--- src/rtl/cba_readout_pkg.sv ---
// Shared types for the CBA column-end token reader: FSM states, the output
// word layout and the position of the timeout flag inside the EOE payload.
package cba_readout_pkg;

  localparam int CBA_DATA_BITS = 16;
  localparam int CBA_L1ID_BITS = 5;

  typedef enum logic [2:0] {
    IDLE   = 3'd0,
    SETTLE = 3'd1,
    CHECK  = 3'd2,
    READ   = 3'd3,
    EOE    = 3'd4
  } state_t;

  // Output word for the default widths; the top builds the same layout by
  // concatenation so it stays correct for any DATA_BITS/L1ID_BITS.
  typedef struct packed {
    logic                     eoe;
    logic [CBA_L1ID_BITS-1:0] l1id;
    logic [CBA_DATA_BITS-1:0] payload;
  } out_word_t;

  localparam int CBA_EOE_TIMEOUT_BIT = CBA_DATA_BITS - 1;

  // Timeout flag sits in the MSB of the payload; hit count uses the rest.
  function automatic int eoe_timeout_bit(input int data_bits);
    return data_bits - 1;
  endfunction

endpackage

--- src/rtl/cba_sync_fifo.sv ---
// Synchronous FIFO for column readout words. Full/empty come from the
// registered occupancy count, so a pop in the same cycle never frees room
// for a push. Read data is the head entry and holds until popped.
module cba_sync_fifo #(
  parameter int WIDTH = 22,
  parameter int DEPTH = 8
) (
  input  logic             Clk,
  input  logic             Reset,
  input  logic             push,
  input  logic [WIDTH-1:0] wdata,
  input  logic             pop,
  output logic [WIDTH-1:0] rdata,
  output logic             full,
  output logic             empty
);

  localparam int AW = $clog2(DEPTH);

  logic [WIDTH-1:0] mem [DEPTH];
  logic [AW-1:0]    wr_ptr;
  logic [AW-1:0]    rd_ptr;
  logic [AW:0]      count;
  logic             push_ok;
  logic             pop_ok;

  assign full    = (count == (AW+1)'(DEPTH));
  assign empty   = (count == '0);
  assign push_ok = push & ~full;
  assign pop_ok  = pop & ~empty;
  assign rdata   = mem[rd_ptr];

  // Pointer and occupancy bookkeeping.
  always_ff @(posedge Clk) begin
    if (Reset) begin
      wr_ptr <= '0;
      rd_ptr <= '0;
      count  <= '0;
    end else begin
      if (push_ok) wr_ptr <= wr_ptr + 1'b1;
      if (pop_ok)  rd_ptr <= rd_ptr + 1'b1;
      case ({push_ok, pop_ok})
        2'b10:   count <= count + 1'b1;
        2'b01:   count <= count - 1'b1;
        default: count <= count;
      endcase
    end
  end

  // Storage array; contents are don't-care while empty, so no reset.
  always_ff @(posedge Clk) begin
    if (push_ok) mem[wr_ptr] <= wdata;
  end

endmodule

--- src/rtl/cba_column_token_reader.sv ---
// Column-end reader for the CBA token chain. Broadcasts the trigger L1 ID,
// walks the token chain with one ReadData strobe per hit, queues hit words
// and closes each event with an EOE word carrying the hit count.
// Optional hit limit per event: define CBA_READ_TIMEOUT_EN.
//
// state  | meaning
// IDLE   | waiting for a trigger request (ReqReady high)
// SETTLE | letting token chain / data bus settle after L1Req or strobe
// CHECK  | sampling TokChain: read another hit or finish the event
// READ   | single-cycle strobe; DataBus captured into the FIFO
// EOE    | pushing the end-of-event word once the FIFO has room
module cba_column_token_reader
  import cba_readout_pkg::*;
#(
  parameter int DATA_BITS     = CBA_DATA_BITS,
  parameter int L1ID_BITS     = CBA_L1ID_BITS,
  parameter int SETTLE_CYCLES = 2,
  parameter int FIFO_DEPTH    = 8,
  parameter int MAX_READS     = 64
) (
  input  logic                           Clk,
  input  logic                           Reset,
  input  logic                           ReqValid,
  output logic                           ReqReady,
  input  logic [L1ID_BITS-1:0]           ReqL1Id,
  output logic [L1ID_BITS-1:0]           L1Req,
  input  logic                           TokChain,
  output logic                           ReadData,
  input  logic [DATA_BITS-1:0]           DataBus,
  output logic                           OutValid,
  input  logic                           OutReady,
  output logic [DATA_BITS+L1ID_BITS:0]   OutData,
  output logic                           Busy
);

  localparam int WORD_BITS   = DATA_BITS + L1ID_BITS + 1;
  localparam int CNT_BITS    = DATA_BITS - 1;
  localparam int SETTLE_BITS = $clog2(SETTLE_CYCLES) + 1;
  localparam int TO_BIT      = eoe_timeout_bit(DATA_BITS);
  localparam logic [SETTLE_BITS-1:0] SETTLE_RELOAD = SETTLE_BITS'(SETTLE_CYCLES - 1);

  state_t                 state;
  state_t                 state_nxt;
  logic [SETTLE_BITS-1:0] settle_cnt;
  logic [CNT_BITS-1:0]    hit_cnt;
  logic [L1ID_BITS-1:0]   l1req_q;
  logic                   timeout_flag;
  logic                   accept;
  logic                   read_strobe;
  logic                   push;
  logic [WORD_BITS-1:0]   push_data;
  logic [DATA_BITS-1:0]   eoe_payload;
  logic                   fifo_full;
  logic                   fifo_empty;

`ifdef CBA_READ_TIMEOUT_EN
  logic timeout_hit;
`else
  logic unused_max_reads;
  assign unused_max_reads = (MAX_READS > 0);
  assign timeout_flag     = 1'b0;
`endif

  assign ReqReady = (state == IDLE);
  assign Busy     = (state != IDLE);
  assign ReadData = read_strobe;
  assign L1Req    = l1req_q;
  assign OutValid = ~fifo_empty;

  // EOE payload: saturating hit count in the low bits, timeout flag on top.
  always_comb begin
    eoe_payload                 = '0;
    eoe_payload[CNT_BITS-1:0]   = hit_cnt;
    eoe_payload[TO_BIT]         = timeout_flag;
  end

  // State register.
  always_ff @(posedge Clk) begin
    if (Reset) state <= IDLE;
    else       state <= state_nxt;
  end

  // Next-state decode, read strobe and FIFO push request.
  always_comb begin
    state_nxt   = state;
    accept      = 1'b0;
    read_strobe = 1'b0;
    push        = 1'b0;
    push_data   = '0;
`ifdef CBA_READ_TIMEOUT_EN
    timeout_hit = 1'b0;
`endif
    case (state)
      IDLE: begin
        if (ReqValid) begin
          accept    = 1'b1;
          state_nxt = SETTLE;
        end
      end
      SETTLE: begin
        if (settle_cnt == '0) state_nxt = CHECK;
      end
      CHECK: begin
        if (!TokChain) begin
          state_nxt = EOE;
`ifdef CBA_READ_TIMEOUT_EN
        end else if (hit_cnt == CNT_BITS'(MAX_READS)) begin
          // Limit reached with hits still pending: abandon the rest.
          timeout_hit = 1'b1;
          state_nxt   = EOE;
`endif
        end else if (!fifo_full) begin
          state_nxt = READ;
        end
      end
      READ: begin
        read_strobe = 1'b1;
        push        = 1'b1;
        push_data   = {1'b0, l1req_q, DataBus};
        state_nxt   = SETTLE;
      end
      EOE: begin
        if (!fifo_full) begin
          push      = 1'b1;
          push_data = {1'b1, l1req_q, eoe_payload};
          state_nxt = IDLE;
        end
      end
      default: state_nxt = IDLE;
    endcase
  end

  // L1 ID register, settle down-counter and saturating hit counter.
  always_ff @(posedge Clk) begin
    if (Reset) begin
      l1req_q    <= '0;
      settle_cnt <= '0;
      hit_cnt    <= '0;
    end else begin
      if (accept) begin
        l1req_q    <= ReqL1Id;
        settle_cnt <= SETTLE_RELOAD;
        hit_cnt    <= '0;
      end
      if (state == SETTLE && settle_cnt != '0) settle_cnt <= settle_cnt - 1'b1;
      if (read_strobe) begin
        settle_cnt <= SETTLE_RELOAD;
        if (hit_cnt != '1) hit_cnt <= hit_cnt + 1'b1;
      end
    end
  end

`ifdef CBA_READ_TIMEOUT_EN
  // Timeout flag for the current event, cleared on each new request.
  always_ff @(posedge Clk) begin
    if (Reset)            timeout_flag <= 1'b0;
    else if (accept)      timeout_flag <= 1'b0;
    else if (timeout_hit) timeout_flag <= 1'b1;
  end
`endif

  cba_sync_fifo #(
    .WIDTH (WORD_BITS),
    .DEPTH (FIFO_DEPTH)
  ) u_fifo (
    .Clk   (Clk),
    .Reset (Reset),
    .push  (push),
    .wdata (push_data),
    .pop   (OutReady),
    .rdata (OutData),
    .full  (fifo_full),
    .empty (fifo_empty)
  );

endmodule
--- config.mk ---
export PLATFORM = sky130hd
export DESIGN_NAME = cba_column_token_reader
export DESIGN_NICKNAME = d
export VERILOG_FILES = /design/src/rtl/cba_readout_pkg.sv /design/src/rtl/cba_sync_fifo.sv /design/src/rtl/cba_column_token_reader.sv
export SDC_FILE = /design/constraint.sdc
export NUM_CORES = 1
export LEC_CHECK = 0
export CORE_ASPECT_RATIO = 0.9
export CORE_UTILIZATION = 59
export DETAILED_ROUTE_END_ITERATION = 16
export GPL_TIMING_DRIVEN = 0
export PLACE_DENSITY = 0.8
export SLEW_MARGIN = 10
export SYNTH_ARGS = -nofsm -noshare
export SYNTH_HDL_FRONTEND = slang
export SYNTH_SLANG_ARGS = --single-unit
--- constraint.sdc ---
create_clock -name Clk -period 5 [get_ports Clk]
set_input_delay 1.5 -clock Clk [delete_from_list [all_inputs] [get_ports Clk]]
set_output_delay 1.5 -clock Clk [all_outputs]
set_load 0.03 [all_outputs]
[After elaboration in Yosys (flattened, before gate mapping)]
Memory sizes are Yosys's and may differ from the RTL's. A register that Yosys moved wholly into a read port is not among the register bits.
Cells that the tools add are included.
Storage, ports and cells
  register bits after elaboration: 35
  RAM bits: 176
  input bits: 26
  output and inout bits: 31
  memories kept: 1
Memory list
  u_fifo.mem: words 8, bits a word 22, read ports 1, clocked after Yosys merged registers in 1, write ports 1, RTL line cba_sync_fifo.sv:20  | logic [WIDTH-1:0] mem [DEPTH];
Cells by class
  $add $sub $neg: 6
  eq/ne operators: 12
  mux-type cells: 24
  bitwise operators: 4
  reductions and logical operators: 11
Operators with widths (count)
  15-bit two-way mux: 3
  22-bit case mux with 2 select lines: 1
  22-bit two-way mux: 1
  3-bit two-way mux: 7
  15-bit by 1-bit adder with 15-bit output, second input constant: 1
  15-bit inequality test, second input constant: 1
  3-bit case mux with 5 select lines: 1
  4-bit case mux with 2 select lines: 1
  1-bit two-way mux: 7
  3-bit by 1-bit adder with 3-bit output, second input constant: 2
  3-bit by 2-bit equality test with 1-bit output, second input constant: 2
  2-bit inequality test, second input constant: 3
  2-bit nonzero test: 3
  3-bit nonzero test: 2
  4-bit by 1-bit adder with 4-bit output, second input constant: 1
  4-bit equality test, second input constant: 1
  4-bit zero test: 1
  2-bit two-way mux: 2
  4-bit AND reduction: 1
  4-bit by 1-bit subtractor with 4-bit output, second input constant: 1
  3-bit by 1-bit equality test with 1-bit output, second input constant: 1
  3-bit equality test, second input constant: 1
  3-bit zero test: 1
  3-bit inequality test, second input constant: 1
  other kinds (9): 11

[Longest topological paths before layout]
  depth after elaboration: 6
  mapped depth: 11
  mapped depth without buffers: 10

[Modules after synthesis]
Synthesis repeated with hierarchy kept, for this count alone.
Second synthesis, totals
  cells, all modules: 524
  area, all modules: 9039.9 um^2
Modules (own cells, without submodules)
  cba_sync_fifo: times used 1, cells an instance 328, area each 7449.6 um^2, seq. area each 5545.3 um^2
  cba_column_token_reader: times used 1, cells an instance 196, area each 1590.3 um^2, seq. area each 500.5 um^2

[Worst setup path after synthesis]
Ideal clock, no wire load.
  kind: flip-flop to flip-flop
  start: register state[1]
  end: memory u_fifo.mem[1][0], enable pin
  library setup time: 0.465 ns
  data arrival time: 3.550 ns
  required time: 4.535 ns
  slack: 0.985 ns
  stages on the path, launching flop included: 6
  path buffers: 1
  cells stage by stage: dfxtp_1 > clkbuf_1 > nand3b_1 > inv_2 > o21ai_1 > nor4b_1
On the way
  word-level cells in the longest chain between the ends: 5
RTL lines
  start: declaration: RTL line cba_column_token_reader.sv:42  | state_t state;
  start signal: assignment: RTL line cba_column_token_reader.sv:80  | else state <= state_nxt;
  3-bit equality test / 3-bit by 2-bit equality test with 1-bit output (equally long branches): RTL line cba_column_token_reader.sv:93  | case (state)
  1-bit case mux with 2 select lines (*): RTL line cba_column_token_reader.sv:93
  1-bit bitwise AND (*): RTL line cba_sync_fifo.sv:29  | assign push_ok = push & ~full;
  1-bit two-way mux (*): RTL line cba_sync_fifo.sv:52  | if (push_ok) mem[wr_ptr] <= wdata;
  1-bit two-way mux (not written as such) (*): RTL line cba_sync_fifo.sv:52
  end: declaration: RTL line cba_sync_fifo.sv:20
Every way passes the cells marked *; elsewhere a longest branch is shown, timed or not.

==> metrics.log <==
INFO  metric fin_total_pwr = approximately 0.0043 W
INFO  metric post_drt_via_cell_ratio = between 6 and 7
INFO  metric cp_top_family = buffers and inverters
INFO  metric cp.required = around 3.5 ns
INFO  metric timing.hold.worst.class = reg -> reg
INFO  metric die-width = between 100 and 150 um
INFO  metric pin_count_of_the_biggest_net_entering_global_routing = 23
INFO  metric dominantRegCellSynth = edfxtp_1
INFO  metric clk_latency_worst_skew_pair = 0.49 ns
INFO  metric timing.reg2reg.worst_path_depth = 8
INFO  metric postSynth.asyncResetShare = 0
INFO  metric antenna_diode_instance_count = 0
INFO  metric cts_hold_repair.buffers = 0
INFO  metric synth.cell_area = between 0.008 and 0.009 mm2
INFO  metric syn2layout_area_growth = 19.0%
INFO  metric fin_skew = 0.00871 ns
INFO  metric final.period_utilization = 0.932
INFO  metric worstHoldStart = L1Req[3]
INFO  metric rsz0062_at_grt = false
INFO  metric rr_startpoint = state[1]
INFO  metric worstSetupStartpointType = flip-flop
INFO  metric die-area = between 0.015 and 0.02 mm2
INFO  metric drt_wl_total = ~19 mm
INFO  metric synth-seq-area-share = 0.684
INFO  metric achievable-frequency = between 200 and 250 MHz
INFO  metric drive_above_1_share = 0.220
INFO  metric maxSlewHeadroom = 0.341
INFO  metric post_cts_resized = 0
INFO  metric synth.ff_latch_count = around 210
INFO  metric finalCoreUtilization = 0.717
INFO  metric drv_slew = 0
INFO  metric max_slew.worst_pin.slew = between 0.9 and 1 ns
INFO  metric timing.reg2reg.setup_slack = 1.71 ns
INFO  metric clock_tree.root_cell = clkbuf_16
INFO  metric drt-pass1-iter-count = 5
INFO  metric cts_tree = built
INFO  metric timing.hold.worst_endpoint = L1Req[3]
INFO  metric layout.cells.most_common_list = edfxtp_1 (176), clkdlybuf4s50_1 (55), mux4_2 (44)
INFO  metric min_delay_path_depth = 2
INFO  metric crit_path_max_fanout = 10
INFO  metric routabilityCongestion = ~0.8
INFO  metric first_iter_violations = about 460
INFO  metric power.density_cell_area = a little over 400 mW/mm2
INFO  metric hpwl = about 12 mm
INFO  metric finalSetupViolations = 0
INFO  metric finalNetCount = roughly 650
INFO  metric worst-endpoint-arrival = 3.16 ns
INFO  metric layout_commonest_cell = edfxtp_1
INFO  metric critical_path.cell_chain = clkbuf_1, buf_2, mux4_2, mux2_2, clkdlybuf4s50_1
INFO  metric cts_setup_buffers = 0
INFO  metric drv.max_cap_violation_count = 0
INFO  metric die_h = approximately 120 um
INFO  metric first_global_vias = ~5400
INFO  metric ioPinCount = 57
INFO  metric drt_wl_cell = roughly 23 um
INFO  metric timing.critical_path.slowest_cell_delay = ~0.61 ns
INFO  metric ant_nets = 0
INFO  metric cp_num_buf_inv = 3
INFO  metric htree_levels = 1
INFO  metric cts_max_path_buffers = 3
INFO  metric outcome = finished clean
INFO  metric io_buffers = 55
INFO  metric grt.overflow.total = 0
INFO  metric synth.lib_cells_used.distinct = between 50 and 60
INFO  metric fin_worst_hold_slack = between 0.4 and 0.5 ns
INFO  metric critical_path.slowest_cell = clkdlybuf4s50_1
INFO  metric site_rows = 42
INFO  metric p_leak = roughly 3.5 nW
INFO  metric fill_cells = 856
INFO  metric syn-num-nets = 557
INFO  metric clk_transition_reported_paths = 0.06 ns
INFO  metric synth_area_per_cell = roughly 17 um2
INFO  metric first_pass_grt_wire_length = 30.0 mm
INFO  metric worstSetupEndpointType = primary output
INFO  metric ys_warn_count = 0
INFO  metric route.vias.total = ~5200
INFO  metric dp_cells = 795
INFO  metric initial_core_utilization = 0.603
INFO  metric number_of_synthesized_flops_with_an_enable_pin = approximately 180
INFO  metric cts.sink_count = around 210
INFO  metric power.ir.vdd_worst = 0.246 mV
INFO  metric final-instance-count-excl-fill = 834
INFO  metric global_route.usage.total = 0.264
INFO  metric worst-setup-path-type = reg -> out
INFO  metric r2r-end = u_fifo.mem[4][10]
INFO  metric hold_violations = 0
INFO  metric core_region_area = roughly 0.015 mm2
INFO  metric syn_inst = about 520
INFO  metric post-route-min-period = 4.66 ns
INFO  metric numCtsBuffers = 22
INFO  metric grt_antenna_before_repair = 0
INFO  metric drt_drc_violations_left = 0
[stage by stage]
stage | setup slack (ns) | cell area [um2] | TNS, ns
after floorplan | 0.985 | 8840 | 0
after global placement | -1.39 | 9640 | -50.33
after detailed placement | 0.828 | 9850 | 0
after CTS | 0.296 | 10500 | 0
after global routing | 0.194 | 10500 | 0
final | 0.338 | 10500 | 0
[per-layer routing]
metal	up-vias	share of wire	global-route usage
met4	0	0.016	0.0740
li1	2316	-	-
met3	32	0.067	0.0318
met5	-	0	0
met1	2669	0.41	0.373
met2	215	0.51	0.437
[registers in the layout (all words and copies together), names as in the netlist, named ones only]
register / flops
u_fifo.rd_ptr: 3
u_fifo.count: 4
L1Req: 5
u_fifo.wr_ptr: 3
hit_cnt: 15
state: 3
settle_cnt: 2
u_fifo.mem: 176
[worst register-to-register path: cells and delay by family, from the launching register on]
kind,cells,cell delay (ns)
flip-flops,1,0.36
AO/OA/AOI/OAI,1,0.28
buffers and inverters,4,1.03
AND/OR/NAND/NOR,3,1.30
[synthesized netlist by cell type, types with 3 or more instances]
| master | instances | area, um2 |
|---|---|---|
| edfxtp_1 | 176 | 5290 |
| mux4_2 | 44 | 991 |
| dfxtp_1 | 38 | 761 |
| nand2_1 | 25 | 93.8 |
| mux2_2 | 22 | 248 |
| clkbuf_1 | 21 | 78.8 |
| nor2_1 | 18 | 67.6 |
| a21oi_1 | 15 | 75.1 |
| a22o_1 | 15 | 131 |
| nor3_1 | 10 | 50.1 |
| inv_1 | 9 | 33.8 |
| nand3_1 | 9 | 45.0 |
| o21ai_0 | 9 | 45.0 |
| a221o_1 | 7 | 70.1 |
| ha_1 | 7 | 87.6 |
| nor2b_1 | 7 | 43.8 |
| buf_2 | 6 | 30.0 |
| nor4_1 | 6 | 37.5 |
| xor2_1 | 6 | 52.6 |
| and4_1 | 5 | 43.8 |
| o211ai_1 | 5 | 37.5 |
| buf_1 | 4 | 15.0 |
| nor4b_1 | 4 | 35.0 |
| or3_1 | 4 | 25.0 |
| or4_1 | 4 | 30.0 |
| a21o_1 | 3 | 22.5 |
| mux2i_1 | 3 | 30.0 |
| nand3b_1 | 3 | 22.5 |
| nor3b_1 | 3 | 22.5 |
[area by class of cell]
| cell class | count | area (um2) | share of cell area |
|---|---|---|---|
| repair buffers | 73 | 714 | 0.0680 |
| well taps | 198 | 248 | 0.0236 |
| inverters | 10 | 37.5 | 0.00357 |
| flip-flops and latches | 214 | 6050 | 0.575 |
| multi-input cells | 268 | 2670 | 0.253 |
| clock buffers | 32 | 629 | 0.0599 |
| clock inverters | 7 | 38.8 | 0.00369 |
| plain buffers | 32 | 135 | 0.0129 |
[worst max path at each step]
stage          depth (start not counted)  startpoint  slack (ns)          endpoint
2_1_floorplan                          5    state[1]        0.98  u_fifo.mem[1][0]
3_3_place_gp                           5    state[1]       -1.39  u_fifo.mem[1][7]
3_5_place_dp                           5   flip-flop        0.83       OutData[14]
4_1_cts                                5   flip-flop        0.30       OutData[21]
5_1_grt                                5   flip-flop        0.19       OutData[19]
6_report                               5   flip-flop        0.34       OutData[21]
[report_power, final]
part	switching (W)	internal (W)	leakage (nW)	total, W
logic	0.000455	0.000390	1.20	0.000845
clock network	0.000632	0.000873	0.325	0.00150
registers	0.0000245	0.00196	2.00	0.00198
total	0.00111	0.00322	3.53	0.00433
[logic make-up (layout without fill, tap and decap cells)]
kind of cell    after synthesis  after routing  share of synthesized area
buf+inv                      42            154                     0.0195
compound gates               67             67                     0.0554
fa+ha+maj                     7              7                    0.00991
simple gates                118            118                     0.0803
mux                          70             70                      0.145
xor+xnor                      6              6                    0.00595
flops                       214            214                      0.684
Power figures use the tool's default switching activity.
